File: src/rtl/dmem_pkg.sv
// Shared types and defaults for the MEM-stage data-memory responder.
// The optional range check is enabled by defining DMEM_RANGE_CHECK_EN.
package dmem_pkg;

    localparam int unsigned DefDepthWords = 64;
    localparam int unsigned DefAddrBase   = 1024;
    localparam int unsigned DefWaitCycles = 3;

    typedef enum logic [1:0] {
        StIdle = 2'd0,
        StWait = 2'd1,
        StDone = 2'd2
    } state_e;

    typedef enum logic {
        OpRead  = 1'b0,
        OpWrite = 1'b1
    } op_e;

    // Word number relative to the base; the caller truncates to the array index width.
    // The 32-bit subtraction wraps, so addresses below the base land at the top.
    function automatic logic [31:0] calc_word_idx(input logic [31:0] byte_addr,
                                                  input logic [31:0] base_addr);
        logic [31:0] offset;
        offset = byte_addr - base_addr;
        return offset >> 2;
    endfunction

endpackage

File: src/rtl/dmem_array.sv
// Single-port synchronous RAM, DEPTH_WORDS x 32. Read data is registered every
// cycle from the current index (old data on a same-cycle write). No reset.
module dmem_array
    import dmem_pkg::*;
#(
    parameter int unsigned DEPTH_WORDS = DefDepthWords,
    parameter int unsigned IDX_W       = (DEPTH_WORDS > 1) ? $clog2(DEPTH_WORDS) : 1
) (
    input  logic             clk,
    input  logic             we,
    input  logic [IDX_W-1:0] idx,
    input  logic [31:0]      wdata,
    output logic [31:0]      rdata
);

    logic [31:0] mem [DEPTH_WORDS];

    // Write port and registered read port share the same index.
    always_ff @(posedge clk) begin
        if (we) begin
            mem[idx] <= wdata;
        end
        rdata <= mem[idx];
    end

endmodule

File: src/rtl/dmem_responder.sv
// MEM-stage data-memory responder: serves one read or write at a time with a
// fixed programmable latency and a combinational ready handshake that freezes
// the pipeline while an access is in flight.
// Optional feature: define DMEM_RANGE_CHECK_EN to add the err output, drop
// out-of-range writes and return zero for out-of-range reads.
module dmem_responder
    import dmem_pkg::*;
#(
    parameter int unsigned DEPTH_WORDS = DefDepthWords,
    parameter int unsigned ADDR_BASE   = DefAddrBase,
    parameter int unsigned WAIT_CYCLES = DefWaitCycles
) (
    input  logic        clk,
    input  logic        rst,
    input  logic        mem_r_en,
    input  logic        mem_w_en,
    input  logic [31:0] addr,
    input  logic [31:0] wr_data,
    output logic [31:0] rd_data,
    output logic        ready
`ifdef DMEM_RANGE_CHECK_EN
    ,
    output logic        err
`endif
);

    localparam int unsigned IdxW = (DEPTH_WORDS > 1) ? $clog2(DEPTH_WORDS) : 1;
    localparam int unsigned CntW = (WAIT_CYCLES > 1) ? $clog2(WAIT_CYCLES) : 1;

    state_e            state_q, state_d;
    logic [CntW-1:0]   cnt_q;
    op_e               op_q;
    logic [31:0]       addr_q;
    logic [31:0]       wdata_q;
    logic [31:0]       rd_data_q;

    logic              req;
    logic              in_range;
    logic              arr_we;
    logic [IdxW-1:0]   arr_idx;
    logic [31:0]       arr_rdata;

    assign req     = mem_r_en | mem_w_en;
    assign arr_idx = IdxW'(calc_word_idx(addr_q, ADDR_BASE));

`ifdef DMEM_RANGE_CHECK_EN
    logic [31:0] byte_off;
    assign byte_off = addr_q - ADDR_BASE;
    assign in_range = (byte_off < DEPTH_WORDS * 4);
`else
    // Without the check every address wraps into the array.
    assign in_range = 1'b1;
`endif

    // State register.
    always_ff @(posedge clk or negedge rst) begin
        if (!rst) begin
            state_q <= StIdle;
        end else begin
            state_q <= state_d;
        end
    end

    // Next-state logic: accept in IDLE, count down in WAIT, one ready cycle in DONE.
    always_comb begin
        state_d = state_q;
        unique case (state_q)
            StIdle: begin
                if (req) begin
                    state_d = StWait;
                end
            end
            StWait: begin
                if (cnt_q == '0) begin
                    state_d = StDone;
                end
            end
            StDone: begin
                state_d = StIdle;
            end
            default: begin
                state_d = StIdle;
            end
        endcase
    end

    // Outputs: handshake, array write strobe and read-data presentation.
    always_comb begin
        ready   = ((state_q == StIdle) && !req) || (state_q == StDone);
        arr_we  = (state_q == StWait) && (cnt_q == '0) && (op_q == OpWrite) && in_range;
        rd_data = rd_data_q;
        // The array read lands on the WAIT->DONE edge, so show it straight through in DONE.
        if ((state_q == StDone) && (op_q == OpRead)) begin
            rd_data = in_range ? arr_rdata : '0;
        end
`ifdef DMEM_RANGE_CHECK_EN
        err = (state_q == StDone) && !in_range;
`endif
    end

    // Request latches, latency counter and held read data.
    always_ff @(posedge clk or negedge rst) begin
        if (!rst) begin
            cnt_q     <= '0;
            op_q      <= OpRead;
            addr_q    <= '0;
            wdata_q   <= '0;
            rd_data_q <= '0;
        end else begin
            if ((state_q == StIdle) && req) begin
                // A simultaneous read and write is treated as a read.
                op_q    <= mem_r_en ? OpRead : OpWrite;
                addr_q  <= addr;
                wdata_q <= wr_data;
                cnt_q   <= CntW'(WAIT_CYCLES - 1);
            end else if ((state_q == StWait) && (cnt_q != '0)) begin
                cnt_q <= cnt_q - 1'b1;
            end
            // Hold the completed read so rd_data stays valid until the next read.
            if ((state_q == StDone) && (op_q == OpRead)) begin
                rd_data_q <= rd_data;
            end
        end
    end

    dmem_array #(
        .DEPTH_WORDS (DEPTH_WORDS),
        .IDX_W       (IdxW)
    ) u_array (
        .clk   (clk),
        .we    (arr_we),
        .idx   (arr_idx),
        .wdata (wdata_q),
        .rdata (arr_rdata)
    );

endmodule

File: config.mk
export PLATFORM = sky130hd
export DESIGN_NAME = dmem_responder
export DESIGN_NICKNAME = d
export VERILOG_FILES = /design/src/rtl/dmem_pkg.sv /design/src/rtl/dmem_array.sv /design/src/rtl/dmem_responder.sv
export SDC_FILE = /design/constraint.sdc
export NUM_CORES = 2
export LEC_CHECK = 0
export ABC_CLOCK_PERIOD_IN_PS = 4300
export CAP_MARGIN = 10
export CORE_ASPECT_RATIO = 1.25
export CORE_MARGIN = 4
export CORE_UTILIZATION = 50
export DETAILED_ROUTE_END_ITERATION = 16
export PLACE_DENSITY = 0.7
export SLEW_MARGIN = 20
export SYNTH_ARGS = -nofsm -noshare
export SYNTH_HDL_FRONTEND = slang
export SYNTH_SLANG_ARGS = --single-unit
File: constraint.sdc
create_clock -name clk -period 4.3 [get_ports clk]
set_input_delay 1.29 -clock clk [delete_from_list [all_inputs] [get_ports clk]]
set_output_delay 1.29 -clock clk [all_outputs]
set_load 0.02 [all_outputs]
Word level (Yosys, flattened, before mapping)
Memory sizes are Yosys's and may differ from the RTL's. A register that Yosys moved wholly into a read port is not among the register bits. Index checks and enable logic that the tools add are counted.

Register bits: 77. RAM bits: 2048. Word-level logic and storage cells: 37. Memories kept: 1.

Memories: u_array.mem (words 64, width 32, read ports 1, clocked after memory_dff 1, wr ports 1, RTL line dmem_array.sv:16) `logic [31:0] mem [DEPTH_WORDS];`.

Add/sub/neg operators: 2. Eq/ne operators: 4. Multiplexer cells: 9. Bitwise gates (word level): 2. Reductions and logical operators: 13.

Operators by type and width (number): two-way mux 32 bit (1); two-way mux 2 bit (4); subtractor 8 x 1 -> 8 bit (second input constant) (1); logical AND 1 bit (6); logical NOT 2 bit (2); case mux 2 bit (2 select lines) (1); nonzero test 2 bit (2); two-way mux 1 bit (3); equality test 2 x 1 -> 1 bit (second input constant) (1); equality test 2 bit (second input constant) (1); != test 2 x 1 -> 1 bit (second input constant) (1); != test 2 bit (second input constant) (1); AND reduction 2 bit (1); subtractor 2 x 1 -> 2 bit (second input constant) (1); logical NOT 1 bit (1); logical OR 1 bit (1); inverter 1 bit (1); OR 1 bit (1).

Depth between registers and ports, before layout
Depth after elaboration: 5. Gate-level depth with buffers: 12.

Hierarchy
A second synthesis with hierarchy kept.

Cells, all modules: 4451. Area total of the unflattened synthesis: 82572.9 um2.

Modules (own cells, without submodules): dmem_array (times used 1, cells an instance 4239, area each 78928.2 um2, sequential area each 62139.6 um2); dmem_responder (times used 1, cells an instance 212, area each 3644.7 um2, sequential area each 1876.8 um2).

Least setup slack after synthesis
Ideal clock, no wire load.

Path type: register -> register. Start: reg addr_q[4]. End: mem u_array.mem[17][0], enable pin. Data arrival time: 3.139 ns. Path slack: 0.739 ns. Stages on the path, launching flop included: 9. Path buffers: 5. Cell sequence: dfrtp_1 buf_6 buf_4 inv_1 clkbuf_1 clkbuf_1 buf_2 nand3_1 nor2_1.

Cells in the longest elaborated chain, start to end: 1.

RTL lines: start: declaration (RTL line dmem_responder.sv:33) `logic [31:0] addr_q;`; start signal: assignment (RTL line dmem_responder.sv:113) `addr_q <= addr;`; subtractor 8 x 1 -> 8 bit (RTL line dmem_pkg.sv:25) `offset = byte_addr - base_addr;`; end: declaration (RTL line dmem_array.sv:16).

No other way between the ends.

Final worst setup path
Start: reg state_q[0]. End: out rd_data[7].

Cells in the longest elaborated chain, start to end: 3.

RTL lines: start: declaration (RTL line dmem_responder.sv:30) `state_e state_q, state_d;`; start signal: assignment (RTL line dmem_responder.sv:58) `state_q <= StIdle;`; start signal: assignment (RTL line dmem_responder.sv:60) `state_q <= state_d;`; equality test 2 bit (RTL line dmem_responder.sv:93) `if ((state_q == StDone) && (op_q == OpRead)) begin`; logical AND 1 bit (RTL line dmem_responder.sv:93); two-way mux 32 bit (RTL line dmem_responder.sv:93); end: declaration (RTL line dmem_responder.sv:19) `output logic [31:0] rd_data,`.

No other way between the ends.

==> flow_metrics.env <==
export IMPL_yosys_warnings=0
export IMPL_cts_hold_buffers=0
export IMPL_synth_nets=4691
export IMPL_clock_latency_ns=0.84
export IMPL_timing_rr_end="u_array.rdata[8]$_DFF_P_"
export IMPL_drive_gt1_frac=0.188
export IMPL_crit_fanout=64
export IMPL_die_h_um=459
export IMPL_p_leak_nw=29.5
export IMPL_post_cts_buffers=0
export IMPL_postPlaceCellArea_mm2=0.0871
export IMPL_synth_common_cells="edfxtp_1, a221oi_1, a22oi_1, nor2_1, nand2_1"
export IMPL_synthFlopType="edfxtp_1"
export IMPL_synth_top_family_by_area="compound AO/OA/AOI/OAI gates"
export IMPL_timing_rr_start="addr_q[2]$_DFFE_PN0P_"
export IMPL_crit_path_end_kind="output port"
export IMPL_cts_tree="built"
export IMPL_hold_violations=0
export IMPL_cts_buffers=188
export IMPL_dp_hpwl_mm=147
export IMPL_synth_xor_area_share=0.000108
export IMPL_dr_pass1_iters=6
export IMPL_holdWs_ns=0.437
export IMPL_cts_resized=0
export IMPL_period_share=0.963
export IMPL_endpoint="rd_data[7]"
export IMPL_synth_compound_area_frac=0.108
export IMPL_grt_pass1_wl_mm=347
export IMPL_cp_required_ns=3.01
export IMPL_setup_viol=0
export IMPL_clock_path_buffers=3
export IMPL_synth_edf_count=2048
export IMPL_yosysTopAreaCellShare=0.756
export IMPL_muxShareOfSynthArea=0.0497
export IMPL_r2r_cells=8
export IMPL_worstSetupPathType="reg -> out"
export IMPL_rows=165
export IMPL_period_needed_ns=4.14
export IMPL_die_area_mm2=0.169
export IMPL_routedWlPerCell_um=34.2
export IMPL_area_growth_pct=14.6
export IMPL_ant_nets=0
export IMPL_min_path_type="in -> async"
export IMPL_place_congestion=0.886
export IMPL_fmax_mhz=241
export IMPL_antenna_found_initial=8
export IMPL_ir_drop_mv=0.593
export IMPL_synth_fa_ha_area_frac=0.000154
export IMPL_boundaryPins=101
export IMPL_tightest_slew_ns=1.16
export IMPL_first_iter_violations=7759
export IMPL_cap_viol_max_count=0
export IMPL_tns_ns=0
export IMPL_clk_pin_slew_ns=0.07
export IMPL_synth_area_leaders="edfxtp_1, a221oi_1, a22oi_1"
export IMPL_grt_usage=0.287
export IMPL_crit_path_start_kind="flip-flop"
export IMPL_fin_area_mm2=0.0932
export IMPL_port_buffers=74
export IMPL_synth_area_mm2=0.0813
export IMPL_synth_simple_area_share=0.0348
export IMPL_ys_ff_latch=2155
export IMPL_overflow=0
export IMPL_p_per_area_mw_per_mm2=712
export IMPL_cts_sinks=2155
export IMPL_rrSetupSlack_ns=0.52
export IMPL_cp_startpoint="state_q[0]$_DFFE_PN0P_"
export IMPL_status="finished clean"
export IMPL_skew_ns=0.0311
export IMPL_yosysUniqueCellTypes=59
export IMPL_maxSlewViolCount=0
export IMPL_num_vias=48600
export IMPL_syn_instance_count=4622
export IMPL_routed_wl_mm=246
export IMPL_relSlewSlack=0.224
export IMPL_syn_avg_cell_area_um2=17.6
export IMPL_post_route_util=0.576
export IMPL_rsz0062_at_grt="no"
export IMPL_cts_root_buf="clkbuf_16"
export IMPL_routed_via_density=6.76
export IMPL_seq_area_frac_synth=0.787
export IMPL_core_area_mm2=0.162
export IMPL_grt_pass1_vias=47700
export IMPL_yosys_area_top_type="edfxtp_1"
export IMPL_async_reset_ff_frac=0.0348
export IMPL_h_tree_depth=4
export IMPL_power_total_mw=66.3
export IMPL_initial_core_util=0.503
export IMPL_nNetsFinal=4932
export IMPL_arrival_ns=2.85
export IMPL_drc=0
export IMPL_grt_max_degree=97
export IMPL_synth_most_common_cell="edfxtp_1"
export IMPL_dieWidth_um=369
logic make-up after synthesis:
logic type / Yosys count
AO/OA/AOI/OAI: 1170
XOR/XNOR: 1
adder cells (fa/ha/maj): 1
buffers and inverters: 350
flip-flops: 2155
multiplexers: 307
AND/OR/NAND/NOR: 638
critical path, cell delays in order, from the launching register on:
cell	delay, ns
dfrtp_1	0.44
nor3b_2	0.28
buf_12	0.34
mux2_2	0.38
clkdlybuf4s50_1	0.55
state kept, by name, summed over array words and instances (netlist names):
name           count
op_q               1
u_array.mem     2048
addr_q             6
rd_data_q         32
cnt_q              2
wdata_q           32
state_q            2
u_array.rdata     32
per-stage QoR:
stage	std cells	worst slack, ns
2_1_floorplan	4622	0.739
4_1_cts	7192	0.0819
6_report	7194	0.158
5_1_grt	7193	0.0397
3_5_place_dp	6844	0.321
3_3_place_gp	6844	0.312
power by group:
group / leakage (nW) / internal [mW] / total, mW / switching, mW
sequential: 19.7 / 26.5 / 28.0 / 1.53
clock: 2.97 / 9.18 / 16.7 / 7.50
combinational: 6.83 / 6.66 / 21.6 / 15.0
layer usage:
metal | vias up | GRT usage | wire length (um)
li1 | 19600 | - | -
met4 | 2 | 0.203 | 20900
met5 | - | 0 | 13
met2 | 3582 | 0.457 | 117000
met1 | 24700 | 0.354 | 81900
met3 | 710 | 0.0574 | 26700
layout make-up:
class | instances | area (um2)
Multi-Input combinational cell | 2117 | 16300
Fill cell | 11700 | 68500
Antenna cell | 2 | 5.00
Clock buffer | 245 | 5100
Tap cell | 2171 | 2720
Timing Repair Buffer | 396 | 4010
Inverter | 5 | 26.3
Clock inverter | 103 | 937
Sequential cell | 2155 | 64100
worst min-delay path by stage:
stage                                  start                        end  cells past startpoint
floorplan           u_array.rdata[0]$_DFF_P_   rd_data_q[0]$_DFFE_PN0P_                      1
global placement    u_array.rdata[1]$_DFF_P_   rd_data_q[1]$_DFFE_PN0P_                      1
detailed placement   wdata_q[17]$_DFFE_PN0P_    wdata_q[17]$_DFFE_PN0P_                      2
CTS                                      rst    wdata_q[16]$_DFFE_PN0P_                      1
global route                             rst  rd_data_q[10]$_DFFE_PN0P_                      1
finish                                   rst    wdata_q[15]$_DFFE_PN0P_                      1
cell usage in the layout (no fill, tap or decap), types with 80 or more instances in the layout:
| cell type | Yosys | final |
|---|---|---|
| edfxtp_1 | 2048 | 2048 |
| a221oi_1 | 439 | 439 |
| a22oi_1 | 264 | 264 |
| buf_4 | 17 | 255 |
| clkbuf_16 | 0 | 193 |
| nand2_1 | 182 | 182 |
| nor2_1 | 245 | 177 |
| mux2_2 | 164 | 164 |
| o21ai_0 | 117 | 117 |
| a21oi_1 | 111 | 111 |
| o22ai_1 | 105 | 105 |
| nor3_1 | 81 | 80 |
No activity file was read; power rests on OpenSTA's default activity.
